## src/rtl/upsample_sched.sv

```systemverilog
// upsample_sched: symbol-to-sample scheduler (zero-stuff / sample-hold) with filter flush.
// Rev 1.0
`default_nettype none

module upsample_sched #(
  parameter int UPS       = 4,
  parameter int PHASE_W   = 2,
  parameter int FLUSH_LEN = 8
) (
  input  logic               clk,
  input  logic               rst,
  input  logic               en,
  input  logic               cfg_hold,
  input  logic               flush_req,
  input  logic               in_valid,
  input  logic [3:0]         in_data,
  output logic               in_ready,
  output logic               out_valid,
  output logic [3:0]         out_data,
  output logic [PHASE_W-1:0] out_phase,
  output logic               out_sym_start,
  output logic               busy
);

  typedef enum logic [1:0] {
    IDLE  = 2'd0,
    RUN   = 2'd1,
    FLUSH = 2'd2
  } state_t;

  localparam logic [PHASE_W-1:0] LAST_PH    = PHASE_W'(UPS - 1);
  localparam logic [7:0]         FLUSH_LAST = 8'(FLUSH_LEN);

  state_t               state, state_nx;
  logic [3:0]           sym_reg, sym_reg_nx;
  logic                 hold_mode, hold_mode_nx;
  logic                 flush_pend, flush_pend_nx;
  logic [7:0]           flush_cnt, flush_cnt_nx;
  logic                 out_valid_nx;
  logic [3:0]           out_data_nx;
  logic [PHASE_W-1:0]   out_phase_nx;
  logic                 out_sym_start_nx;
  logic                 last_ph;
  logic                 xfer;

  assign last_ph  = (out_phase == LAST_PH);
  // A flush request in the last-phase cycle must already block the handshake.
  assign in_ready = en & ~rst &
                    ((state == IDLE) |
                     ((state == RUN) & last_ph & ~flush_pend & ~flush_req));
  assign xfer     = in_valid & in_ready;

  always_comb begin
    state_nx         = state;
    sym_reg_nx       = sym_reg;
    hold_mode_nx     = hold_mode;
    flush_pend_nx    = flush_pend;
    flush_cnt_nx     = flush_cnt;
    out_valid_nx     = out_valid;
    out_data_nx      = out_data;
    out_phase_nx     = out_phase;
    out_sym_start_nx = out_sym_start;

    if (xfer) begin
      state_nx         = RUN;
      sym_reg_nx       = in_data;
      hold_mode_nx     = cfg_hold;
      out_valid_nx     = 1'b1;
      out_data_nx      = in_data;
      out_phase_nx     = '0;
      out_sym_start_nx = 1'b1;
    end else if (en) begin
      case (state)
        IDLE: begin
          out_valid_nx     = 1'b0;
          out_data_nx      = 4'd0;
          out_phase_nx     = '0;
          out_sym_start_nx = 1'b0;
        end
        RUN: begin
          out_sym_start_nx = 1'b0;
          out_valid_nx     = 1'b1;
          if (flush_req) flush_pend_nx = 1'b1;
          if (!last_ph) begin
            out_phase_nx = out_phase + PHASE_W'(1);
            out_data_nx  = hold_mode ? sym_reg : 4'd0;
          end else begin
            // Underrun and requested end-of-stream both drain the filter.
            state_nx      = FLUSH;
            flush_pend_nx = 1'b0;
            flush_cnt_nx  = 8'd1;
            out_data_nx   = 4'd0;
            out_phase_nx  = '0;
          end
        end
        FLUSH: begin
          out_sym_start_nx = 1'b0;
          out_data_nx      = 4'd0;
          if (flush_cnt == FLUSH_LAST) begin
            state_nx     = IDLE;
            flush_cnt_nx = 8'd0;
            out_valid_nx = 1'b0;
            out_phase_nx = '0;
          end else begin
            flush_cnt_nx = flush_cnt + 8'd1;
            out_valid_nx = 1'b1;
            out_phase_nx = last_ph ? '0 : out_phase + PHASE_W'(1);
          end
        end
        default: begin
          state_nx     = IDLE;
          out_valid_nx = 1'b0;
        end
      endcase
    end
  end

  always_ff @(posedge clk) begin
    if (rst) begin
      state         <= IDLE;
      sym_reg       <= 4'd0;
      hold_mode     <= 1'b0;
      flush_pend    <= 1'b0;
      flush_cnt     <= 8'd0;
      out_valid     <= 1'b0;
      out_data      <= 4'd0;
      out_phase     <= '0;
      out_sym_start <= 1'b0;
      busy          <= 1'b0;
    end else begin
      state         <= state_nx;
      sym_reg       <= sym_reg_nx;
      hold_mode     <= hold_mode_nx;
      flush_pend    <= flush_pend_nx;
      flush_cnt     <= flush_cnt_nx;
      out_valid     <= out_valid_nx;
      out_data      <= out_data_nx;
      out_phase     <= out_phase_nx;
      out_sym_start <= out_sym_start_nx;
      busy          <= (state_nx != IDLE);
    end
  end

endmodule

`default_nettype wire

```

## config.mk

```make
export PLATFORM = sky130hd
export DESIGN_NAME = upsample_sched
export DESIGN_NICKNAME = d
export VERILOG_FILES = /design/src/rtl/upsample_sched.sv
export SDC_FILE = /design/constraint.sdc
export NUM_CORES = 1
export LEC_CHECK = 0
export CAP_MARGIN = 5
export CORE_MARGIN = 3
export CORE_UTILIZATION = 53
export CTS_CLUSTER_SIZE = 16
export DETAILED_ROUTE_END_ITERATION = 10
export PLACE_DENSITY_LB_ADDON = 0.15
export SLEW_MARGIN = 20
export SYNTH_ARGS = -nofsm -noshare
export SYNTH_HDL_FRONTEND = slang
export SYNTH_SLANG_ARGS = --single-unit
```

## constraint.sdc

```tcl
create_clock -name clk -period 2.3 [get_ports clk]
set_clock_uncertainty 0.15 [all_clocks]
set_input_delay 0.46 -clock clk [delete_from_list [all_inputs] [get_ports clk]]
set_output_delay 0.46 -clock clk [all_outputs]
set_load 0.1 [all_outputs]
```

==> results of run 1 <==
-- power groups by stage --
stage / combinational [uW] / sequential [uW] / clock [uW]
finish: 229 / 456 / 200
global route: 244 / 458 / 221
CTS: 229 / 456 / 203
detailed placement: 227 / 465 / 0
global placement: 223 / 465 / 0
floorplan: 87.2 / 533 / 0
-- layout make-up --
type | instances | area (um2) | share of cell area [%]
well taps | 28 | 35.0 | 2.05
inverters | 8 | 30.0 | 1.76
repair buffers | 32 | 275 | 16.1
flip-flops and latches | 25 | 509 | 29.8
clock buffers | 4 | 26.3 | 1.54
multi-input cells | 116 | 833 | 48.8
-- per-stage QoR --
step	utilization, %	std cells	power, uW
2_1_floorplan	-	155	620
3_3_place_gp	71.7	209	688
3_5_place_dp	71.7	209	692
4_1_cts	73.0	213	888
5_1_grt	73.0	213	923
6_report	73.0	213	885
-- per-layer routing --
metal	part of all wire, %	GRT usage, %	wire, um
met1	46	28.7	1530
met2	48	38.2	1630
met3	4.4	4.07	148
met4	1.6	8.61	55
met5	0	0	0
-- worst min path at each step --
stage | cells after the start | slack, ns | end | startpoint
final | 2 | 0.32 | hold_mode | hold_mode
after global routing | 2 | 0.35 | hold_mode | hold_mode
after CTS | 2 | 0.32 | hold_mode | hold_mode
after detailed placement | 2 | 0.30 | hold_mode | hold_mode
after global placement | 2 | 0.29 | hold_mode | hold_mode
after floorplan | 2 | 0.28 | hold_mode | hold_mode
-- worst min-delay path: cells and delay by family, from the launching register on --
family	cells	cell delay (ns)
AND/OR/NAND/NOR	1	0.05
AO/OA/AOI/OAI	1	0.05
flip-flops	1	0.34
-- timing repair --
action,4_1_cts,5_1_grt
pin swaps,0,0
endpoints found under the setup margin,1,1
buffers inserted,0,0
resized for setup,1,2
-- cells by family (layout without fill, tap and decap cells) --
family,count (synthesis),after routing,synth area share [%]
AO/OA/AOI/OAI,54,54,29.7
AND/OR/NAND/NOR,54,54,22.0
flip-flops,25,25,36.4
buffers and inverters,14,44,4.82
adder cells (fa/ha/maj),7,7,6.36
multiplexers,1,1,0.727
-- placed cells by master (no fill, tap or decap), types with 2 or more instances in the layout --
master / netlist / final
ha_1: 7 / 6
or2_2: 2 / 2
clkbuf_4: 0 / 3
o21ai_0: 13 / 12
a221oi_1: 3 / 3
o32ai_1: 4 / 4
buf_4: 1 / 22
dfxtp_1: 25 / 22
nor2b_1: 2 / 2
nor3_1: 6 / 6
a211oi_1: 5 / 5
a21oi_1: 9 / 9
nand2b_1: 4 / 4
or3_1: 3 / 3
o211ai_1: 2 / 2
a22o_1: 3 / 3
nor2_1: 8 / 7
dfxtp_4: 0 / 2
nand2_1: 15 / 15
clkdlybuf4s50_1: 0 / 9
a31oi_1: 4 / 4
nand3_1: 3 / 3
inv_1: 7 / 6
==> results.md, run 1 <==
* Final hold slack at 0.322 ns
* Yosys warns at 0
* Critical path depth at 5
* FF-to-FF Start: flush_cnt[0]
* CP endpoint: in_ready
* DIE AREA at 3240 um2
* Power Internal at 591 uW
* Top post-synthesis cells by area: dfxtp_1 36%, ha_1 6.4%, o21ai_0 4.7%
* Worst-path clk slew at 0.14 ns
* Setup violators final at 0
* Final Cycle Share at 97.4%
* Maximum VDD drop at 472 uV
* Crit-path cells: clkdlybuf4s50_1, and4bb_4, o21ai_2, nor2_4, buf_12
* Worst Path Max Fanout at 2
* Tightest Pin Transition at 0.471 ns
* Post-DP HPWL at 2.51 mm
* Type of destination of the critical path: output pin
* Mapped Nets at 172
* Seq/Total Area, Yosys at 36.4%
* CP Class: primary input to output pin
* Vias per inst at 6.18
* Number of global-route vias before repair at 1314
* Crit path DAT at 1.63 ns
* CTS sink count at 25
* Initial antenna violation count at 0
* Final WL at 3.36 mm
* DRC at 0
* Yosys top cell area share at 36.4%
* Power Dens Cells at 518 nW/um2
* Ys async rst share at 0%
* Net switching fraction of the power at 33.2%
* R2r endpoint: flush_cnt[6]
* Max Freq at 0.446 GHz
* Setup TNS at 0 ns
* Global-route wire length before repair at 5.87 mm
* Fin crit period at 2.24 ns
* Synth cell types at 47
* DRT Pass-1 Iters at 4
* Worst setup margin at 0.0588 ns
* CTS Buf Count at 3
* Fin nets at 203
* Ant. Diodes at 0
* Flop pwr share at 51.5%
* Flop2flop setup slack at 0.25 ns
* Mapped Area at 1380 um2
* Power share of the clock group at 22.6%
* IO buf count at 19
* Flops & latches, synth at 25
* CP startpoint kind: primary input
* Switch Pwr at 294 uW
* Syn Inst Count at 155
* Post-route ant nets at 0
* Area Growth Syn to Fin at 24.2%
* # Max-Cap Violations at 0
* Top_reg_cell synth: dfxtp_1
* Later-pin clock latency in the skew report at 0.32 ns
* Largest delay share family, worst path: buffers and inverters
* Pre-CTS setup slack at -0.00183 ns
* Vias after detailed routing at 1317
* Combinational group share of total power at 25.9%
* H-tree levels at 1
* Leading cell type by number of instances after synthesis: dfxtp_1
* Hold_buf cts at 0
* Max reg flops at 8
* Core area at 2340 um2
* Total global-route track usage at 22.6%
* Rel. slew slack at 68.6%
* RePlAce Congestion at 0.881
* Status: completed
* HP Class: flop to flop
* Synth top cells by count: 25 x dfxtp_1, 15 x nand2_1, 13 x o21ai_0
* Max Buffers Root-to-Sink at 2
* Largest net degree at the start of global routing at 14
* CTS tree: yes
* Fillers at 194
* Top-level port count at 20
* CP Launch Point: flush_req
* DIE WIDTH at 57.0 um
* Post-synth top area cell: dfxtp_1
* Chip Height at 57.0 um
* CP max stage cell: clkdlybuf4s50_1
* Num rows at 17
* Share of cells above drive strength 1 at 23.2%
* GRT overflow at 0
* Delay of the slowest critical-path stage at 0.42 ns
* Post-synth EDFFs at 0
* Per-cell routed wire length at 15.8 um
* Iteration-0 DRC Markers at 41
* Mean Syn Cell Area at 8.88 um2
* Final Hold Vio Count at 0
* Leak at 0.000621 uW
* Crit path buf inv count at 2
* Fin area at 1710 um2
* DP Area at 1680 um2
* Worst Path Required at 1.69 ns
* Slew Viols, Final at 0
* Clock root cell: clkbuf_4
* Initial Util at 58.8%
* RSZ-0062 raised after global routing: false
* Worst reg-to-reg path cell count at 6
Note: power is estimated with default switching activity, not from simulation.
==> run 2: changes to the inputs <==
ABC_AREA = 1   (was not set)
clock period = 2.4 ns   (was 2.3 ns; I/O delays follow)
==> run 2 against run 1 <==
Compared with the run above:
- die area is 0.98% lower
- count of clock-buffer cells in the layout decreased by 1
- total power decreased by 10%
- register-to-register slack better by 0.26 ns
- hold slack worse by 0.013 ns
- final area shrank 3.8%
- combinational power is 26% lower
- sequential power down 4.6%
- largest power group unchanged
==> results.md, run 2 <==
* Post-CTS setup buffer count at 0 (unchanged)
* Max reg flops at 8 (unchanged)
* Largest net degree at the start of global routing at 15 (+1)
* Crit path DAT at 1.64 ns (about the same)
* Vias after detailed routing at 1296 (-1.6%)
* Total global-route track usage at 20.0% (-2.7 points)
* Maximum VDD drop at 507 uV (+7.3%)
* Core Util, Final at 70.9% (-2.1 points)
* Final Hold Vio Count at 0 (unchanged)
* Top post-synthesis cells by area: dfxtp_1 37%, nand2_1 17%, inv_1 7.4%
* Setup violators final at 0 (unchanged)
* Critical path depth at 6 (+1)
* CP Class: flop to output pin
* Worst setup margin at 0.126 ns (+0.0676 ns)
* Iteration-0 DRC Markers at 40 (-2.4%)
* CP startpoint kind: flop
* GRT overflow at 0 (unchanged)
* RSZ-0062 raised after global routing: false
* RePlAce Congestion at 0.853 (-3.2%)
* CTS Buf Count at 3 (unchanged)
* Post-synth top area cell: dfxtp_1
* Num rows at 17 (unchanged)
* CP Launch Point: out_phase[0]
* HP Class: flop to flop
* Delay of the slowest critical-path stage at 0.39 ns (-0.03 ns)
* Mapped Area at 1360 um2 (-1.1%)
* Pre-CTS setup slack at 0.208 ns (+0.209 ns)
* Fin nets at 242 (+19%)
* Worst Path Required at 1.77 ns (+0.08 ns)
* Mapped Nets at 217 (+26%)
* Ant. Diodes at 0 (unchanged)
* Top_reg_cell synth: dfxtp_1
* Crit-path cells: ha_1, nand2_2, inv_1, nand2_1, a21boi_4, buf_12
* IO buf count at 19 (unchanged)
* Yosys top cell area share at 36.8% (+0.40 points)
* Ys async rst share at 0% (unchanged)
* Flops & latches, synth at 25 (unchanged)
* Non-Filler Instances at 252 (+18%)
* Most common cell after layout, fill and taps aside: nand2_1
* Yosys warns at 0 (unchanged)
* CTS tree: yes
* Slew Viols, Final at 0 (unchanged)
* Setup TNS at 0 ns (unchanged)
* Final Cycle Share at 94.7%
* Crit path buf inv count at 2 (unchanged)
* CTS sink count at 25 (unchanged)
* Leak at 0.000769 uW (+24%)
* Per-cell routed wire length at 11.5 um (-27%)
* Type of destination of the critical path: output pin
* Hold path depth at 2 (unchanged)
* Area Growth Syn to Fin at 20.8%
* Mean Syn Cell Area at 6.81 um2 (-23%)
* Flop2flop setup slack at 0.51 ns (+0.26 ns)
* Max Freq at 0.440 GHz
* Fin crit period at 2.27 ns
* DRT Pass-1 Iters at 4 (unchanged)
* Later-pin clock latency in the skew report at 0.32 ns (about the same)
* Worst Path Max Fanout at 4 (+2)
* Number of global-route vias before repair at 1244 (-5.3%)
* Rel. slew slack at 67.9% (-0.70 points)
* Share of cells above drive strength 1 at 14.3% (-9.0 points)
* Worst-path clk slew at 0.13 ns (about the same)
* Chip Height at 56.7 um (-0.49%)
* # Max-Cap Violations at 0 (unchanged)
* Seq/Total Area, Yosys at 36.8% (+0.40 points)
* FF-to-FF Start: state[1]
* Initial Util at 58.7% (-0.11 points)
* Overall Power at 792 uW (-10%)
* HP Start: sym_reg[3]
* Max Buffers Root-to-Sink at 2 (unchanged)
* Clock root cell: clkbuf_4
* DIE WIDTH at 56.7 um (-0.49%)
* Core area at 2320 um2 (-0.91%)
* Leading cell type by number of instances after synthesis: nand2_1
* Power Dens Cells at 482 nW/um2 (-6.9%)
* Status: completed
* Synth top cells by count: 61 x nand2_1, 27 x inv_1, 25 x dfxtp_1
* Post-synth EDFFs at 0 (unchanged)
* Vias per inst at 5.14 (-17%)
* Tightest Pin Transition at 0.478 ns (+0.00651 ns)
* Largest delay share family, worst path: flip-flops
* H-tree levels at 1 (unchanged)
* Most frequent cells in the layout: 61 x nand2_1, 26 x inv_1, 23 x nor2_1, 23 x dfxtp_1, 15 x a21oi_1
* Syn Inst Count at 200 (+29%)
* DRC at 0 (unchanged)
* Global-route wire length before repair at 5.17 mm (-12%)
* Post-route ant nets at 0 (unchanged)
* Fillers at 196 (+1.0%)
* Worst reg-to-reg path cell count at 11 (+5)
* Top-level port count at 20 (unchanged)
* Placed insts at 248 (+19%)
* Initial antenna violation count at 0 (unchanged)
* Final WL at 2.89 mm (-14%)
* Synth cell types at 26 (-45%)
* DIE AREA at 3210 um2 (-0.98%)
* Post-DP HPWL at 2.29 mm (-9.0%)
* CP max stage cell: dfxtp_4
==> run 2: changes by cell type in the layout (fill, tap and decap cells not counted), moves of 7 or more <==
cell,previous run,this run
buf_4,22,11
nand3_1,3,11
o21ai_0,12,5
nand2_1,15,61
inv_1,6,26
nor2_1,7,23
==> run 2: timing repair <==
action / 4_1_cts / 5_1_grt
hold buffers: 0 / 0
gates resized for setup: 1 / 2
setup endpoints to repair: 1 / 1
hold endpoints to repair: 0 / 0
==> run 2: worst reg2reg max path, cell delays in order (launching register included) <==
cell	delay [ns]
dfxtp_1	0.44
inv_2	0.09
ha_4	0.19
nand2_2	0.11
inv_1	0.05
nand2_1	0.13
nand2_2	0.08
nand3_4	0.12
nand2_1	0.09
inv_1	0.16
o21ai_0	0.11
a21oi_1	0.11
==> run 2: path summary, 6_finish.rpt <==
check | to
setup / recovery | in_ready
hold / removal | sym_reg[3]
setup reg to reg | out_phase[1]
hold reg to reg | sym_reg[3]
==> run 2: cells by family (layout without fill, tap and decap cells) <==
| family | after synthesis | after routing | synth area share [%] |
|---|---|---|---|
| XOR/XNOR | 4 | 4 | 2.57 |
| flip-flops | 25 | 25 | 36.8 |
| buffers and inverters | 30 | 54 | 8.27 |
| AND/OR/NAND/NOR | 109 | 109 | 35.9 |
| adder cells (fa/ha/maj) | 7 | 7 | 6.43 |
| AO/OA/AOI/OAI | 25 | 25 | 10.0 |
==> run 2: layout make-up <==
cell class,instances,area [um2],area share (%)
Sequential cell,25,508,30.9
Clock inverter,1,5.00,0.304
Clock buffer,3,22.5,1.37
Timing Repair Buffer,21,193,11.7
Inverter,29,109,6.62
Multi-Input combinational cell,145,772,47.0
Tap cell,28,35.0,2.13
==> run 2: routing by layer <==
| layer | track usage, % | wire [um] |
|---|---|---|
| met3 | 2.99 | 138 |
| met5 | 0 | 0 |
| met1 | 26.2 | 1380 |
| met2 | 32.0 | 1320 |
| met4 | 8.81 | 48 |
==> run 2: per-stage QoR <==
stage               instance area [um2]  hold WS [ns]
global route                       1640         0.328
finish                             1640         0.309
floorplan                          1380         0.269
global placement                   1600         0.280
CTS                                1630         0.311
detailed placement                 1600         0.286
==> run 2: where the power goes <==
part / switching [uW] / total (uW) / internal (uW) / leakage [uW]
combinational: 118 / 169 / 51.0 / 0.000547
sequential: 7.55 / 435 / 428 / 0.000205
clock: 126 / 188 / 62.5 / 0.0000177
==> edit: new RTL, flow settings as in run 2 <==
The parameter `PHASE_W` goes from 2 to 4.
--- a/src/rtl/upsample_sched.sv
+++ b/src/rtl/upsample_sched.sv
@@ -5,5 +5,5 @@
 module upsample_sched #(
   parameter int UPS       = 4,
-  parameter int PHASE_W   = 2,
+  parameter int PHASE_W   = 4,
   parameter int FLUSH_LEN = 8
 ) (
Interface: changed (resized out_phase); port bits go from 20 to 22. The function was not compared with the original's and may differ.
==> edit against run 2 <==
- sequential cell count up 2
- wire length up 17%
- synthesized cell count up 13%
- synthesized area up 16%
- count of clock-buffer cells in the layout up 1
- power up 8.2%
- worst setup slack better by 5.6 ps
- maximum frequency up 0.24%
- cell area up 13%
- cell count up 13%
- highest routed layer unchanged
==> edit: results (changes against run 2) <==
power:
  pg_seq_mw: 0.469  # +7.8%
  p_sw_mw: 0.276  # +9.8%
  vdd_drop_max_uv: 336  # -34%
  clkPwrFrac_pct: 23.9  # +0.2 points
route:
  met3WireLength_um: 198  # +43%
  avgRoutedWirePerCell_um: 11.8  # +3.4%
  vias: 1475  # +14%
  drt_iter0_markers: 31  # -23%
  wl_met2_mm: 1.51  # +14%
  wl_met1_mm: 1.62  # +18%
place:
  place_area_um2: 1840  # +15%
  hpwl_mm: 2.65  # +16%
  gp_congestion: 0.893  # +4.7%
cells_and_area:
  layout-drive-gt1-share_pct: 15.4  # +1.1 points
  multiInputGateArea_um2: 886  # +15%
timing:
  tightestPinTransition_ps: 315  # -163 ps
  hold_ws_ps: 307  # -2.48 ps
  period_share_pct: 94.5  # -0.23 points
synthesis:
  synthAdderAreaFrac_pct: 5.53  # -0.90 points
  synth_top_cells_by_count: "nand2_1, inv_1, nor2_1"
  netlist_top_cells_area: "dfxtp_1, nand2_1, inv_1"
  synth_cell_types: 27  # +3.8%
  netlist_instances: 226  # +13%
setup_path:
  worstRegToRegCells: 8  # -3
  cpMaxStageDelayCell: "clkdlybuf4s50_1"
  regToRegStartpoint: "state[0]"
  timing.rr.end: "flush_cnt[0]"
  max_stage_delay_ps: 420  # +30 ps
  reg2reg_setup_slack_ps: 470  # -40 ps
global_routing:
  grt_pass1_wl_mm: 5.93  # +15%
  grt_usage_pct: 21.2  # +1.2 points
  grt_pass1_vias: 1348  # +8.4%
clocking:
  postCtsResizedCells: 0  # -1
run_status:
  status: "complete, no violations"
## edit: cell types whose count changed in the layout (fill, tap and decap cells not counted), sizes merged, moves of 2 or more
cell | run 2 | this run
nor2 | 25 | 35
buf | 12 | 18
nor3 | 3 | 0
a21oi | 16 | 9
nand2 | 64 | 61
dfxtp | 25 | 27
nand3 | 13 | 19
inv | 29 | 34
nand4 | 3 | 16
## edit: per-layer routing
metal | global-route usage, % | vias up
met5 | 0 | -
met4 | 5.57 | 0
li1 | - | 774
met2 | 34.0 | 47
met3 | 3.83 | 4
met1 | 29.2 | 650
## edit: cell type report
type                    instances  share of cell area (%)
multi-input cells             161                    47.5
flip-flops and latches         27                    29.4
repair buffers                 27                    12.8
inverters                      34                    6.85
clock buffers                   4                    1.41
well taps                      31                    2.08
## edit: tightest hold or removal path: stages, from the launching register on
cell,delay (ps)
dfxtp_1,340
nand2_1,60
nand2_1,40
